[src/rtl/tiger_key_sched.sv]
// Tiger message-word sequencer and key-schedule engine.
// Loads one 512-bit block, streams the eight x words per pass as
// (x, mul, rnd, last) tuples over a valid/ready handshake, and runs the
// two-cycle Tiger key schedule (KS1, KS2) between passes.
// Optional feature macro: TIGER_PASS4_EN adds a fourth pass (rnd 24..31).
module tiger_key_sched (
  input  logic         i_clk,
  input  logic         i_rst,
  input  logic         i_blk_vld,
  output logic         o_blk_rdy,
  input  logic [511:0] i_blk,
  output logic         o_vld,
  input  logic         i_rdy,
  output logic [63:0]  o_x,
  output logic [3:0]   o_mul,
  output logic [4:0]   o_rnd,
  output logic         o_last
);

  typedef enum logic [1:0] {
    IDLE = 2'd0,
    PASS = 2'd1,
    KS1  = 2'd2,
    KS2  = 2'd3
  } state_t;

`ifdef TIGER_PASS4_EN
  localparam logic [1:0] LAST_PASS = 2'd3;
`else
  localparam logic [1:0] LAST_PASS = 2'd2;
`endif

  localparam logic [63:0] KS_C1 = 64'hA5A5A5A5A5A5A5A5;
  localparam logic [63:0] KS_C2 = 64'h0123456789ABCDEF;

  state_t            state_q;
  logic [2:0]        idx_q;
  logic [1:0]        pass_q;
  logic [7:0][63:0]  x_q;
  logic              hs;

  // Schedule steps 1-8; each step consumes the result of the previous one.
  function automatic logic [7:0][63:0] ks_first(input logic [7:0][63:0] x);
    logic [7:0][63:0] t;
    t    = x;
    t[0] = t[0] - (t[7] ^ KS_C1);
    t[1] = t[1] ^ t[0];
    t[2] = t[2] + t[1];
    t[3] = t[3] - (t[2] ^ ((~t[1]) << 19));
    t[4] = t[4] ^ t[3];
    t[5] = t[5] + t[4];
    t[6] = t[6] - (t[5] ^ ((~t[4]) >> 23));
    t[7] = t[7] ^ t[6];
    return t;
  endfunction

  // Schedule steps 9-16; each step consumes the result of the previous one.
  function automatic logic [7:0][63:0] ks_second(input logic [7:0][63:0] x);
    logic [7:0][63:0] t;
    t    = x;
    t[0] = t[0] + t[7];
    t[1] = t[1] - (t[0] ^ ((~t[7]) << 19));
    t[2] = t[2] ^ t[1];
    t[3] = t[3] + t[2];
    t[4] = t[4] - (t[3] ^ ((~t[2]) >> 23));
    t[5] = t[5] ^ t[4];
    t[6] = t[6] + t[5];
    t[7] = t[7] - (t[6] ^ KS_C2);
    return t;
  endfunction

  assign hs = (state_q == PASS) && i_rdy;

  // Control FSM: state, word index and pass counter.
  always_ff @(posedge i_clk) begin
    if (i_rst) begin
      state_q <= IDLE;
      idx_q   <= 3'd0;
      pass_q  <= 2'd0;
    end else begin
      case (state_q)
        IDLE: begin
          if (i_blk_vld) begin
            idx_q   <= 3'd0;
            pass_q  <= 2'd0;
            state_q <= PASS;
          end
        end
        PASS: begin
          if (hs) begin
            idx_q <= idx_q + 3'd1;
            if (idx_q == 3'd7) begin
              state_q <= (pass_q == LAST_PASS) ? IDLE : KS1;
            end
          end
        end
        KS1: begin
          state_q <= KS2;
        end
        KS2: begin
          pass_q  <= pass_q + 2'd1;
          idx_q   <= 3'd0;
          state_q <= PASS;
        end
        default: state_q <= IDLE;
      endcase
    end
  end

  // Word register file: block load in IDLE, key schedule in KS1/KS2.
  // No reset: contents are always overwritten by a block load before use.
  always_ff @(posedge i_clk) begin
    case (state_q)
      IDLE:    if (i_blk_vld) x_q <= i_blk;
      KS1:     x_q <= ks_first(x_q);
      KS2:     x_q <= ks_second(x_q);
      default: ;
    endcase
  end

  // Pass multiplier; the final pass(es) beyond pass 1 all use 9.
  always_comb begin
    o_mul = 4'd0;
    if (state_q == PASS) begin
      case (pass_q)
        2'd0:    o_mul = 4'd5;
        2'd1:    o_mul = 4'd7;
        default: o_mul = 4'd9;
      endcase
    end
  end

  // Outputs decode registered state only, so they stay stable during stalls
  // and read as zero whenever no word is being offered.
  assign o_blk_rdy = (state_q == IDLE);
  assign o_vld     = (state_q == PASS);
  assign o_x       = o_vld ? x_q[idx_q] : 64'd0;
  assign o_rnd     = o_vld ? {pass_q, idx_q} : 5'd0;
  assign o_last    = o_vld && (pass_q == LAST_PASS) && (idx_q == 3'd7);

endmodule
[config.mk]
export PLATFORM = sky130hd
export DESIGN_NAME = tiger_key_sched
export DESIGN_NICKNAME = d
export VERILOG_FILES = /design/src/rtl/tiger_key_sched.sv
export SDC_FILE = /design/constraint.sdc
export NUM_CORES = 2
export LEC_CHECK = 0
export CAP_MARGIN = 40
export CORE_MARGIN = 5
export CORE_UTILIZATION = 40
export CTS_CLUSTER_SIZE = 28
export DETAILED_ROUTE_END_ITERATION = 8
export GPL_TIMING_DRIVEN = 0
export RECOVER_POWER = 25
export SETUP_SLACK_MARGIN = 0.05
export SYNTH_ARGS = -nofsm -noshare
export SYNTH_HDL_FRONTEND = slang
export SYNTH_SLANG_ARGS = --single-unit
export TNS_END_PERCENT = 5
[constraint.sdc]
create_clock -name i_clk -period 35.9 [get_ports i_clk]
set_input_delay 5.385 -clock i_clk [delete_from_list [all_inputs] [get_ports i_clk]]
set_output_delay 5.385 -clock i_clk [all_outputs]
set_load 0.05 [all_outputs]
# Word level (Yosys, flattened, before mapping)
# Cells that the tools add are included.
# classes
order_cmp	1
n_addsub	13
n_shift	0
eq_ne	9
n_reduce_logical	12
n_mux	18
n_mul	0
n_bitwise	15
div	0
# ops
operator	n
$pmux W512 S3	1
$mux W512	1
$xor A64 B64 Y64	7
$sub A64 B64 Y64	6
$add A64 B64 Y64	5
$bmux W64 S3	1
$mux W64	2
$not A64 Y64	2
$xor A64 B41 Y64	2
$not A45 Y45	2
$not A32 Y32	2
$mux W2	5
$pmux W3 S3	1
$pmux W2 S4	1
$pmux W4 S2	1
$eq A2 B2 Y1 const B	3
$mux W3	2
$reduce_and A3 Y1	2
$reduce_bool A3 Y1	2
$mux W5	1
$eq A2 B1 Y1 const B	2
$logic_not A2 Y1	2
$lt A3 B4 Y1 const B	1
$mux W4	1
9 further kinds	13
# totals
output_inout_bits	76
memories	0
latch_bits	0
ram_bits	0
regBits	519
wordCells	79
romBits	0
in_bits	516

# Depth between registers and ports, before layout
# logic_depth
depth_word	12
ltp_mapped	79
depth_no_buf	78

# Worst setup path after synthesis
# Ideal clock, no wire load.
# synth_timing
path_kind	input port to flip-flop
start	in i_blk_vld
end	reg x_q[0] (netlist name), enable pin
t_required_ns	34.502
cell_stages	2
setup_slack_ns	7.868
setup_time_ns	1.398
arrival_time_ns	26.634
n_path_buf	0
cell_sequence	nor2b_1 -> nor2_1
# synth_via
elab_chain_len	2
# synth_lines
element	line	source
start, declared	9	input logic i_blk_vld,
$ne A2 B2 Y1 (no source line)	n/a	
$reduce_and A2 Y1 (no source line)	n/a	
end signal, assigned	114	IDLE: if (i_blk_vld) x_q <= i_blk;
end signal, assigned	115	KS1: x_q <= ks_first(x_q);
end signal, assigned	116	KS2: x_q <= ks_second(x_q);
end, declared	39	logic [7:0][63:0] x_q;
# Every way passes these cells.
# A chain may end at the register's enable or synchronous reset.

# Worst setup path after layout
# layout_timing
start	reg x_q[451] (netlist name)
end	reg x_q[511] (netlist name) (data pin)
# layout_via
elab_chain_len	12
elab_cells_between_ends	26
classes_between	11 x add/sub; 1 x mux; 14 x bitwise
# layout_lines
element	line	source
$add A64 B64 Y64 / $not A45 Y45 (equally long branches)	61, 62	
$xor A64 B64 Y64	62	t[1] = t[1] - (t[0] ^ ((~t[7]) << 19));
$sub A64 B64 Y64	62	
$xor A64 B64 Y64	63	t[2] = t[2] ^ t[1];
$add A64 B64 Y64 / $not A64 Y64 (equally long branches)	64, 65	
$xor A64 B41 Y64	65	t[4] = t[4] - (t[3] ^ ((~t[2]) >> 23));
$sub A64 B64 Y64	65	
$xor A64 B64 Y64	66	t[5] = t[5] ^ t[4];
$add A64 B64 Y64	67	t[6] = t[6] + t[5];
$not A32 Y32 (no source line)	n/a	
$sub A64 B64 Y64	68	t[7] = t[7] - (t[6] ^ KS_C2);
$pmux W512 S3 (*)	113	case (state_q)
# Mark *: on every way between the ends. The rest lies on a longest branch, timed or not.

==> qor.yml <==
synthesis:
  syn_nets: 9271
  synth_edf_count: 512
  synth_cells: 8063
  synth_ff_type: "edfxtp_1"
  synth_cell_types: 105
  syn_area_mm2: 0.0688
  synth-seq-cells: 519
  synth_area_per_cell_um2: 8.54
  synth_async_sr_flop_share: 0
  seq_area_frac_synth: 0.225
  yosys_warnings: 0
outcome:
  run_status: "complete, but fails checks"
  violations: "capacitance limit, slew limit"
sta:
  post-route-period-util: 0.565
  setup_violations: 0
  setup-tns-final_ns: 0
  worst_pin_slew_ns: 1.81
  rsz0062_at_grt: "no"
  finalMaxSlewViolations: 198
  maxSlewHeadroom: -0.208
  hold_viol_final: 0
  finClkSkew_ns: 0.0293
  fmax_mhz: 49.3
  whs_ns: 0.530
  fin_crit_ns: 20.29
cts:
  ctsHtreeMaxLevel: 3
  cts_made_buffers: 80
  cts-root-buf: "clkbuf_16"
  clk_latency_ns: 0.75
  cts_resized: 0
  cts_tree: "built"
  clock_sinks: 519
  clk_path_buf_depth: 3
  clk_pin_slew_ns: 0.06
  post_cts.repair.setup_buffers: 0
  cts_hold_buf: 0
grt:
  overflow: 0
  grt_pass1_vias: 68200
  grtUsageTotal: 0.459
  antenna_found_initial: 47
  grt_pass1_wl_um: 569000
  grt_max_degree: 29
finish:
  final_nets: 10100
  final_layout_size_suffix_gt1_frac: 0.0629
  area_growth_pct: 20.7
  final_cells: 11300
  finish.utilization: 0.485
route:
  ant_nets: 0
  first_iter_violations: 11000
  wire_per_inst_um: 38.3
  vias: 74600
  drc_errors: 0
  routed_wl_um: 435000
  drt_pass1_iterations: 8
  viasPerCell: 6.58
critical_path:
  crit_path_top_delay_cell: "edfxtp_1"
  setup.worst_path.end_class: "register"
  critPathKind: "register to register"
  crit_required_ns: 36.39
  r2r_start: "x_q[451]"
  crit_arrival_ns: 20.78
  start_kind: "register"
  r2r_cells: 69
  cp_max_fo: 10
  path_buf_inv: 5
  r2r_end: "x_q[511]"
  cpLargestDelayFamily: "compound AO/OA/AOI/OAI gates"
  regToRegSetupSlack_ns: 15.61
  cp_common_cell: "a21oi_1"
  slowest_delay_ns: 0.95
placement:
  io_buffers: 591
  placed_cells: 11200
  hpwlAfterDp_um: 368000
  globalplace.congestion: 1.08
die:
  coreArea_mm2: 0.171
  num_rows: 152
  die-width_um: 425
  start_util: 0.402
  dieHeight_um: 425
  io_pins: 592
  die_area_mm2: 0.180
hold_path:
  min_path_type: "register to register"
  hold_path_end: "state_q[1]"
  whs_path_depth: 2
  hp-start: "state_q[1]"
run:
  maxCapViolations: 8
## layout make-up
class	count	area, um^2
antenna	26	65.1
buffer	358	1510
clock buffer	102	2150
clock inverter	39	292
fill	16600	88300
inverter	277	1040
multi-input combinational	6909	50800
sequential	519	15500
tap	2310	2890
timing repair buffer	796	8810
## metrics by stage
| step | setup slack [ns] | cell area [um^2] |
|---|---|---|
| after global routing | 14.42 | 83000 |
| after CTS | 16.38 | 83000 |
| after detailed placement | 16.45 | 80600 |
| final | 15.61 | 83100 |
| after global placement | -7.40 | 77600 |
| after floorplan | 7.87 | 68800 |
## how the worst max path moves through the flow
| stage | start | endpoint | slack, ns | cells after the start |
|---|---|---|---|---|
| after global placement | i_blk_vld | x_q[10] | -7.40 | 3 |
| final | x_q[451] | x_q[511] | 15.61 | 69 |
| after detailed placement | x_q[452] | x_q[511] | 16.45 | 65 |
| after global routing | x_q[451] | x_q[511] | 14.42 | 69 |
| after floorplan | i_blk_vld | x_q[0] | 7.87 | 2 |
| after CTS | x_q[452] | x_q[511] | 16.38 | 65 |
## cells by family (layout without fill, tap and decap cells)
family,Yosys count,count (layout),share of synthesized area
buffers and inverters,635,1572,0.0359
XOR/XNOR,1140,1140,0.148
other,0,26,0
adder cells (fa/ha/maj),692,692,0.127
AO/OA/AOI/OAI,2786,2786,0.269
AND/OR/NAND/NOR,2094,2094,0.143
flip-flops,519,519,0.225
multiplexers,197,197,0.0519
## worst min-delay path, stage by stage (launching register included)
cell	delay, ns
dfxtp_1	0.35
nand2b_1	0.08
a21oi_1	0.05
## synthesized netlist by cell type (all sizes together) (68+ instances only)
library cell  instances  area share
mux2i                68      0.0099
a21o                469       0.051
nand4                93      0.0085
and3                 77      0.0070
o21ai               495       0.036
nand2               898       0.049
o21bai              118       0.013
a22oi               388       0.042
edfxtp              512        0.22
nand2b              119       0.011
o21a                 81      0.0089
mux4                128       0.042
a21oi               673       0.049
clkbuf              289       0.016
xnor2               570       0.073
nor2b               165       0.015
xor2                557       0.071
inv                 275       0.015
ha                  681        0.12
nor3                 69      0.0050
nand3               113      0.0082
nor2                389       0.021
## metal layers
| metal | global-route usage | wire length (um) | vias up |
|---|---|---|---|
| met5 | 0.00887 | 81 | - |
| met4 | 0.309 | 35800 | 12 |
| met3 | 0.140 | 56800 | 914 |
| met2 | 0.631 | 170000 | 5415 |
| met1 | 0.615 | 171000 | 36300 |
| li1 | - | - | 31900 |
## cells in the final DEF (no fill, tap or decap), types with 56 or more instances in the layout
| master | n |
|---|---|
| a21o_1 | 469 |
| clkbuf_16 | 85 |
| nand3_1 | 113 |
| o21a_1 | 80 |
| mux2i_1 | 68 |
| edfxtp_1 | 512 |
| a31oi_1 | 56 |
| a221o_1 | 63 |
| xnor2_1 | 568 |
| nor3_1 | 69 |
| clkbuf_1 | 267 |
| nor2b_1 | 165 |
| dlygate4sd3_1 | 56 |
| nand4_1 | 93 |
| nand2b_1 | 119 |
| a22oi_1 | 388 |
| nor2_1 | 389 |
| ha_1 | 681 |
| o211ai_1 | 57 |
| mux4_2 | 128 |
| o21bai_1 | 118 |
| inv_1 | 275 |
| a21oi_1 | 672 |
| nand2_1 | 897 |
| clkdlybuf4s50_1 | 535 |
| o21ai_0 | 490 |
| and3_1 | 76 |
| xor2_1 | 556 |
## state kept, by name (all words and copies together), names as in the netlist
signal   count
state_q      2
x_q        512
idx_q        3
pass_q       2
Power is left out: the tool's default activity adds up to more than one toggle a clock period on the data nets, which glitch-free logic cannot reach.
